$ cat src/rtl/multiplier8bits_top.sv
// rtl/multiplier8bits_top.sv - 8x8 unsigned sequential multiplier built from nibble partial products
module FD_multiplier8bits (
  input  logic        clk,
  input  logic        rst_n,
  input  logic [1:0]  sel_rom,
  input  logic [1:0]  sel_soma,
  input  logic        ld_xy,
  input  logic        ld_de0,
  input  logic        ld_a,
  input  logic        ld_b,
  input  logic        ld_de1,
  input  logic        ld_ab,
  input  logic        ld_de_abshift,
  input  logic        ld_res,
  input  logic [7:0]  x,
  input  logic [7:0]  y,
  output logic [15:0] result
);
  logic [7:0]  x_r, y_r, d_r, e_r, a_r, b_r;
  logic [8:0]  ab_r;
  logic [15:0] t_r;
  logic [3:0]  nib_a, nib_b;
  logic [7:0]  pp;
  logic [15:0] sum;

  always_comb begin
    nib_a = x_r[3:0];
    nib_b = y_r[3:0];
    case (sel_rom)
      2'b01:   begin nib_a = x_r[3:0]; nib_b = y_r[7:4]; end
      2'b10:   begin nib_a = x_r[7:4]; nib_b = y_r[3:0]; end
      2'b11:   begin nib_a = x_r[7:4]; nib_b = y_r[7:4]; end
      default: begin nib_a = x_r[3:0]; nib_b = y_r[3:0]; end
    endcase
  end

  // Shared 4x4 product table; the result always fits in 8 bits (max 225)
  assign pp = {4'b0000, nib_a} * {4'b0000, nib_b};

  always_comb begin
    case (sel_soma)
      2'b00:   sum = {8'h00, a_r} + {8'h00, b_r};
      2'b01:   sum = {e_r, d_r} + {3'b000, ab_r, 4'b0000};
      default: sum = 16'h0000;
    endcase
  end

  always_ff @(posedge clk or negedge rst_n) begin
    if (!rst_n) begin
      x_r    <= '0;
      y_r    <= '0;
      d_r    <= '0;
      e_r    <= '0;
      a_r    <= '0;
      b_r    <= '0;
      ab_r   <= '0;
      t_r    <= '0;
      result <= '0;
    end else begin
      if (ld_xy) begin
        x_r <= x;
        y_r <= y;
      end
      if (ld_de0)        d_r    <= pp;
      if (ld_a)          a_r    <= pp;
      if (ld_b)          b_r    <= pp;
      if (ld_de1)        e_r    <= pp;
      if (ld_ab)         ab_r   <= sum[8:0];
      if (ld_de_abshift) t_r    <= sum;
      if (ld_res)        result <= t_r;
    end
  end
endmodule

module UC_multiplier8bits (
  input  logic       clk,
  input  logic       rst_n,
  input  logic       start,
  output logic [1:0] sel_rom,
  output logic [1:0] sel_soma,
  output logic       ld_xy,
  output logic       ld_de0,
  output logic       ld_a,
  output logic       ld_b,
  output logic       ld_de1,
  output logic       ld_ab,
  output logic       ld_de_abshift,
  output logic       ld_res,
  output logic       done
);
  typedef enum logic [3:0] {
    S_IDLE, S_LOAD, S_P0, S_P1, S_P2, S_SUM, S_P3, S_SHIFT, S_RES, S_DONE
  } state_t;

  state_t state, state_next;

  always_ff @(posedge clk or negedge rst_n) begin
    if (!rst_n) state <= S_IDLE;
    else        state <= state_next;
  end

  always_comb begin
    state_next = state;
    case (state)
      S_IDLE:  state_next = start ? S_LOAD : S_IDLE;
      S_LOAD:  state_next = S_P0;
      S_P0:    state_next = S_P1;
      S_P1:    state_next = S_P2;
      S_P2:    state_next = S_SUM;
      S_SUM:   state_next = S_P3;
      S_P3:    state_next = S_SHIFT;
      S_SHIFT: state_next = S_RES;
      S_RES:   state_next = S_DONE;
      S_DONE:  state_next = S_IDLE;
      default: state_next = S_IDLE;
    endcase
  end

  always_comb begin
    sel_rom       = 2'b00;
    sel_soma      = 2'b00;
    ld_xy         = 1'b0;
    ld_de0        = 1'b0;
    ld_a          = 1'b0;
    ld_b          = 1'b0;
    ld_de1        = 1'b0;
    ld_ab         = 1'b0;
    ld_de_abshift = 1'b0;
    ld_res        = 1'b0;
    done          = 1'b0;
    case (state)
      S_LOAD:  ld_xy = 1'b1;
      S_P0:    ld_de0 = 1'b1;
      S_P1:    begin sel_rom = 2'b01; ld_a = 1'b1; end
      S_P2:    begin sel_rom = 2'b10; ld_b = 1'b1; end
      S_SUM:   ld_ab = 1'b1;
      S_P3:    begin sel_rom = 2'b11; ld_de1 = 1'b1; end
      S_SHIFT: begin sel_soma = 2'b01; ld_de_abshift = 1'b1; end
      S_RES:   ld_res = 1'b1;
      S_DONE:  done = 1'b1;
      default: ;
    endcase
  end
endmodule

module multiplier8bits_top (
  input  logic        CLK,
  input  logic        RESET,
  input  logic        start,
  input  logic [7:0]  x,
  input  logic [7:0]  y,
  output logic [15:0] result,
  output logic        DONE
);
  logic [1:0] sel_rom, sel_soma;
  logic       ld_xy, ld_de0, ld_a, ld_b, ld_de1, ld_ab, ld_de_abshift, ld_res;

  UC_multiplier8bits u_uc (
    .clk(CLK), .rst_n(RESET), .start(start),
    .sel_rom(sel_rom), .sel_soma(sel_soma),
    .ld_xy(ld_xy), .ld_de0(ld_de0), .ld_a(ld_a), .ld_b(ld_b),
    .ld_de1(ld_de1), .ld_ab(ld_ab), .ld_de_abshift(ld_de_abshift),
    .ld_res(ld_res), .done(DONE)
  );

  FD_multiplier8bits u_fd (
    .clk(CLK), .rst_n(RESET),
    .sel_rom(sel_rom), .sel_soma(sel_soma),
    .ld_xy(ld_xy), .ld_de0(ld_de0), .ld_a(ld_a), .ld_b(ld_b),
    .ld_de1(ld_de1), .ld_ab(ld_ab), .ld_de_abshift(ld_de_abshift),
    .ld_res(ld_res), .x(x), .y(y), .result(result)
  );
endmodule

$ cat config.mk
export PLATFORM = sky130hd
export DESIGN_NAME = multiplier8bits_top
export DESIGN_NICKNAME = d
export VERILOG_FILES = /design/src/rtl/multiplier8bits_top.sv
export SDC_FILE = /design/constraint.sdc
export NUM_CORES = 1
export LEC_CHECK = 0
export ABC_AREA = 1
export CORE_MARGIN = 4
export CORE_UTILIZATION = 35
export CTS_CLUSTER_SIZE = 24
export DETAILED_ROUTE_END_ITERATION = 7
export GPL_ROUTABILITY_DRIVEN = 1
export HOLD_SLACK_MARGIN = 0.05
export PLACE_DENSITY = 0.52
export SETUP_SLACK_MARGIN = 0.4
export SYNTH_ARGS = -nofsm -noshare
export SYNTH_HDL_FRONTEND = slang
export SYNTH_SLANG_ARGS = --single-unit
export TNS_END_PERCENT = 5
$ cat constraint.sdc
create_clock -name CLK -period 8.8 [get_ports CLK]
set_input_delay 1.32 -clock CLK [delete_from_list [all_inputs] [get_ports CLK]]
set_output_delay 1.32 -clock CLK [all_outputs]
set_load 0.1 [all_outputs]
Yosys cells after proc, flatten, opt, wreduce, memory -nomap -nowiden
Cells that the tools add are included.
- output and inout port bits: 17
- register bits: 93
- word-level logic and storage cells: 46
- multiplexer cells: 16
- reduce and logical (&&, ||, !) cells: 4
- $mul: 1
- add/sub/neg operators: 2
- equal/unequal tests: 13
- operators by type and width (kind ; number):
    4-bit case mux with 9 select lines ; 1
    16-bit case mux with 2 select lines ; 1
    16-bit by 13-bit adder with 16-bit output ; 1
    4-bit by 3-bit equality test with 1-bit output, second input constant ; 4
    1-bit two-way mux ; 11
    8-bit by 8-bit adder with 9-bit output ; 1
    4-bit by 2-bit equality test with 1-bit output, second input constant ; 2
    4-bit equality test, second input constant ; 2
    4-bit by 4-bit multiplier with 8-bit output ; 1
    4-bit two-way mux ; 2
    2-bit case mux with 3 select lines ; 1
    2-bit equality test, second input constant ; 2
    4-bit by 1-bit equality test with 1-bit output, second input constant ; 1
    4-bit zero test ; 1
    2-bit OR reduction ; 2
    2-bit by 1-bit equality test with 1-bit output, second input constant ; 1
    2-bit zero test ; 1
    1-bit equality test, second input constant ; 1

Logic depth before layout (Yosys ltp)
- depth in word-level cells: 6
- gate-level depth with buffers: 19
- gate-level depth less buffers: 19

Cells and area by module
From an unflattened synthesis, not the netlist that was laid out.
- cell total of the unflattened synthesis: 601
- area total of the unflattened synthesis: 5012.3 µm²
- modules (own cells, without submodules) (module ; cells each ; area each (µm²) ; sequential area each (µm²) ; times used):
    FD_multiplier8bits ; 562 ; 4755.8 ; 2227.1 ; 1
    UC_multiplier8bits ; 39 ; 256.5 ; 100.1 ; 1

Worst setup path after synthesis
No wires, ideal clock.
- kind: register -> register
- start point: register u_uc.state[3]
- end point: register u_fd.d_r[6]
- clock period less this slack: 3.376 ns
- slack: 5.424 ns
- arrival time: 3.245 ns
- setup time: 0.131 ns
- stages on the path, launching flop included: 16
- data required time: 8.669 ns
- path through: dfrtp_1 > nor2_4 > nand2_2 > nand2_4 > o21ai_1 > inv_1 > nand2_1 > fa_1 > inv_1 > fa_1 > inv_1 > fa_1 > o21ai_0 > a21oi_1 > xor2_1 > o21ai_0
- cells in the longest elaborated chain, start to end: 6
- ends and longest elaborated chain (item ; line ; text):
    from (decl) ; 95 ; state_t state, state_next;
    from (signal assigned) ; 99 ; else state <= state_next;
    4-bit by 3-bit equality test with 1-bit output or 4-bit by 2-bit equality test with 1-bit output (tied branches) ; 131 ; case (state)
    2-bit case mux with 3 select lines ; 131 ;
    2-bit equality test or 2-bit by 1-bit equality test with 1-bit output (tied branches) ; 29 ; case (sel_rom)
    2-bit OR reduction (no source line) ; n/a ;
    4-bit two-way mux ; 29 ;
    4-bit by 4-bit multiplier with 8-bit output ; 38 ; assign pp = {4'b0000, nib_a} * {4'b0000, nib_b};
    to (signal assigned) ; 64 ; if (ld_de0) d_r <= pp;
    to (decl) ; 19 ; logic [7:0] x_r, y_r, d_r, e_r, a_r, b_r;
Parallel ways exist; a longest one is shown, timed or not.
A chain may end at the register's enable or synchronous reset.

Worst setup path after layout
- start point: register u_uc.state[3]
- end point: register u_fd.b_r[6]
- cells in the longest elaborated chain, start to end: 6
- ends and longest elaborated chain (item ; line ; text):
    4-bit by 3-bit equality test with 1-bit output or 4-bit by 2-bit equality test with 1-bit output (tied branches) ; 131 ;
    2-bit case mux with 3 select lines ; 131 ;
    2-bit equality test or 2-bit by 1-bit equality test with 1-bit output (tied branches) ; 29 ;
    2-bit OR reduction (no source line) ; n/a ;
    4-bit two-way mux ; 29 ;
    4-bit by 4-bit multiplier with 8-bit output ; 38 ;
    to (signal assigned) ; 66 ; if (ld_b) b_r <= pp;
    to (decl) ; 19 ;
Parallel ways exist; a longest one is shown, timed or not.

==> impl_metrics.toml <==
[status]
status = "finished clean"

[cells_and_area]
final_common_cell = "nand2_1"
drive_gt1_frac = 0.0916
final_nets = 693
utilization = 0.420
syn_to_final_growth_pct = 16.4
diodes = 0
final_cell_mix = "nand2_1 (168), dfrtp_1 (93), inv_1 (80), o21ai_0 (42), nor2_1 (40)"
n_fill_cell = 1420

[clock_network]
cts_tree = "yes"
clock_latency_ps = 350
cts_resized = 0
cts_num_sinks = 93
cts_buffer_depth = 2
clkTransAtPathRegs_ps = 70
htreeDepth = 3
cts_setup_buffers = 0
cts_buffers = 9
cts_hold_buf = 0
cts-root-buf = "clkbuf_16"

[place]
hpwlAfterDp_um = 8330
post-place-ws_ps = 4940
io_buffers = 35
gp_congestion = 0.853

[yosys]
synthFlopType = "dfrtp_1"
ys_ff_latch = 93
yosys.area.top_type_share = 0.461
ys_async_sr_fraction = 1.00
syn-num-nets = 659
synth_cells = 605
avgSynthCellArea_sq_um = 8.35
synth-edff-count = 0
seq_area_frac_synth = 0.461
netlist-cell-type-count = 37
synth_area_sq_um = 5050
synth.area.top_cells = "dfrtp_1 (46%), nand2_1 (12%), ha_1 (7.2%)"
ys_warn_count = 0
synth_area_leader_cell = "dfrtp_1"

[grt]
grt_start_max_net_pins = 67
grt_antenna_before_repair = 0
grt_first_pass_wirelength_um = 18600
track_usage = 0.143
overflow = 0
grt_pass1_vias = 3861

[drt]
antenna_left = 0
wl_per_cell_um = 13.3
wl_um = 11000
viasPerCell = 4.73
drtIter0Drc = 237
drc = 0
vias = 3897
dr.pass1.iters = 4

[timing]
setup_ws_ps = 4960
finalCriticalPeriod_ps = 3840
setup_tns_ps = 0
finalSetupViolations = 0
slew_violations = 0
relSlewSlack = 0.345
rsz0062_at_grt = "false"
fin_crit_sh = 0.436
hold_violations = 0
clock_skew_ps = 6.85
worstMarginPinSlew_ps = 980
fmax_mhz = 261

[die]
die_height_um = 128
die_x_um = 128
die_area_sq_um = 16400
start_util = 0.361
io_pins = 36
rows = 43
core_area_sq_um = 14000

[worst_setup_path]
end_kind = "flip-flop"
arrival_ps = 4040
worstPathMaxFanout = 17
cp.required_ps = 9010
crit_type = "reg2reg"
start_kind = "flip-flop"

[hold_path]
hold_class = "reg2reg"

[flow_run]
maxCapViolCount = 0
[per-layer routing]
layer | global-route usage | vias to the layer above | wire, um
met5 | 0 | - | 0
met4 | 0.0474 | 0 | 141
met3 | 0.0396 | 11 | 365
met2 | 0.226 | 56 | 5230
met1 | 0.190 | 1836 | 5230
li1 | - | 1994 | -
[sequential cells by signal (all words and copies together), names as in the netlist]
signal / flops
u_fd.result: 16
u_fd.t_r: 16
u_fd.ab_r: 9
u_fd.a_r: 8
u_fd.b_r: 8
u_fd.d_r: 8
u_fd.e_r: 8
u_fd.x_r: 8
u_fd.y_r: 8
u_uc.state: 4
[final timing paths]
check / startpoint / to / slack, ps / depth (start not counted)
hold reg to reg: u_fd.t_r[13]$_DFFE_PN0P_ / u_fd.t_r[13]$_DFFE_PN0P_ / 480 / 2
setup reg to reg: u_uc.state[3]$_DFF_PN0_ / u_fd.b_r[6]$_DFFE_PN0P_ / 4960 / 15
min in group asynchronous: RESET / u_fd.result[0]$_DFFE_PN0P_ / 890 / 1
max in group asynchronous: RESET / u_fd.e_r[4]$_DFFE_PN0N_ / 6750 / 2
setup / recovery: u_uc.state[3]$_DFF_PN0_ / u_fd.b_r[6]$_DFFE_PN0P_ / 4960 / 15
hold / removal: u_fd.t_r[13]$_DFFE_PN0P_ / u_fd.t_r[13]$_DFFE_PN0P_ / 480 / 2
[synthesized netlist by cell type, drive strengths merged, types with 2 or more instances]
master,number
a21oi,19
buf,10
clkbuf,3
dfrtp,93
fa,6
ha,29
inv,88
mux2,15
nand2,176
nand3,34
nand3b,3
nand4,7
nor2,45
nor3,3
o21ai,57
o22ai,2
or2,4
xnor2,2
xor2,3
[worst max-delay path: stages (launching register included)]
cell,delay [ps]
dfrtp_1,480
nor2_4,190
nand2_2,240
nand2_4,210
o21ai_1,120
inv_1,90
nand2_1,70
fa_1,540
inv_1,50
fa_1,560
inv_1,70
fa_1,440
o21ai_0,180
a21oi_1,100
xor2_1,240
o21ai_0,110
[per-stage QoR]
step                      hold slack [ps]  instance area, sq um  cells
after floorplan                       445                  5050    605
after global placement                461                  5570    808
after detailed placement              466                  5570    808
after CTS                             485                  5880    824
after global routing                  513                  5880    824
final                                 479                  5880    824
[area by class of cell]
type,count,area [sq um],share of cell area
repair buffers,36,355,0.0604
flip-flops and latches,93,2330,0.396
inverters,88,330,0.0562
clock buffers,11,253,0.0430
multi-input cells,411,2330,0.396
clock inverters,5,58.8,0.0100
well taps,180,225,0.0383
[logic make-up after synthesis]
logic type | count (synthesis) | synth area share
simple gates | 274 | 0.234
buf+inv | 101 | 0.0780
flops | 93 | 0.461
compound gates | 81 | 0.0879
fa+ha+maj | 35 | 0.0956
mux | 16 | 0.0354
xor+xnor | 5 | 0.00867
Power is left out: the tool's default activity adds up to more than one toggle a clock period on the data nets, which glitch-free logic cannot reach.
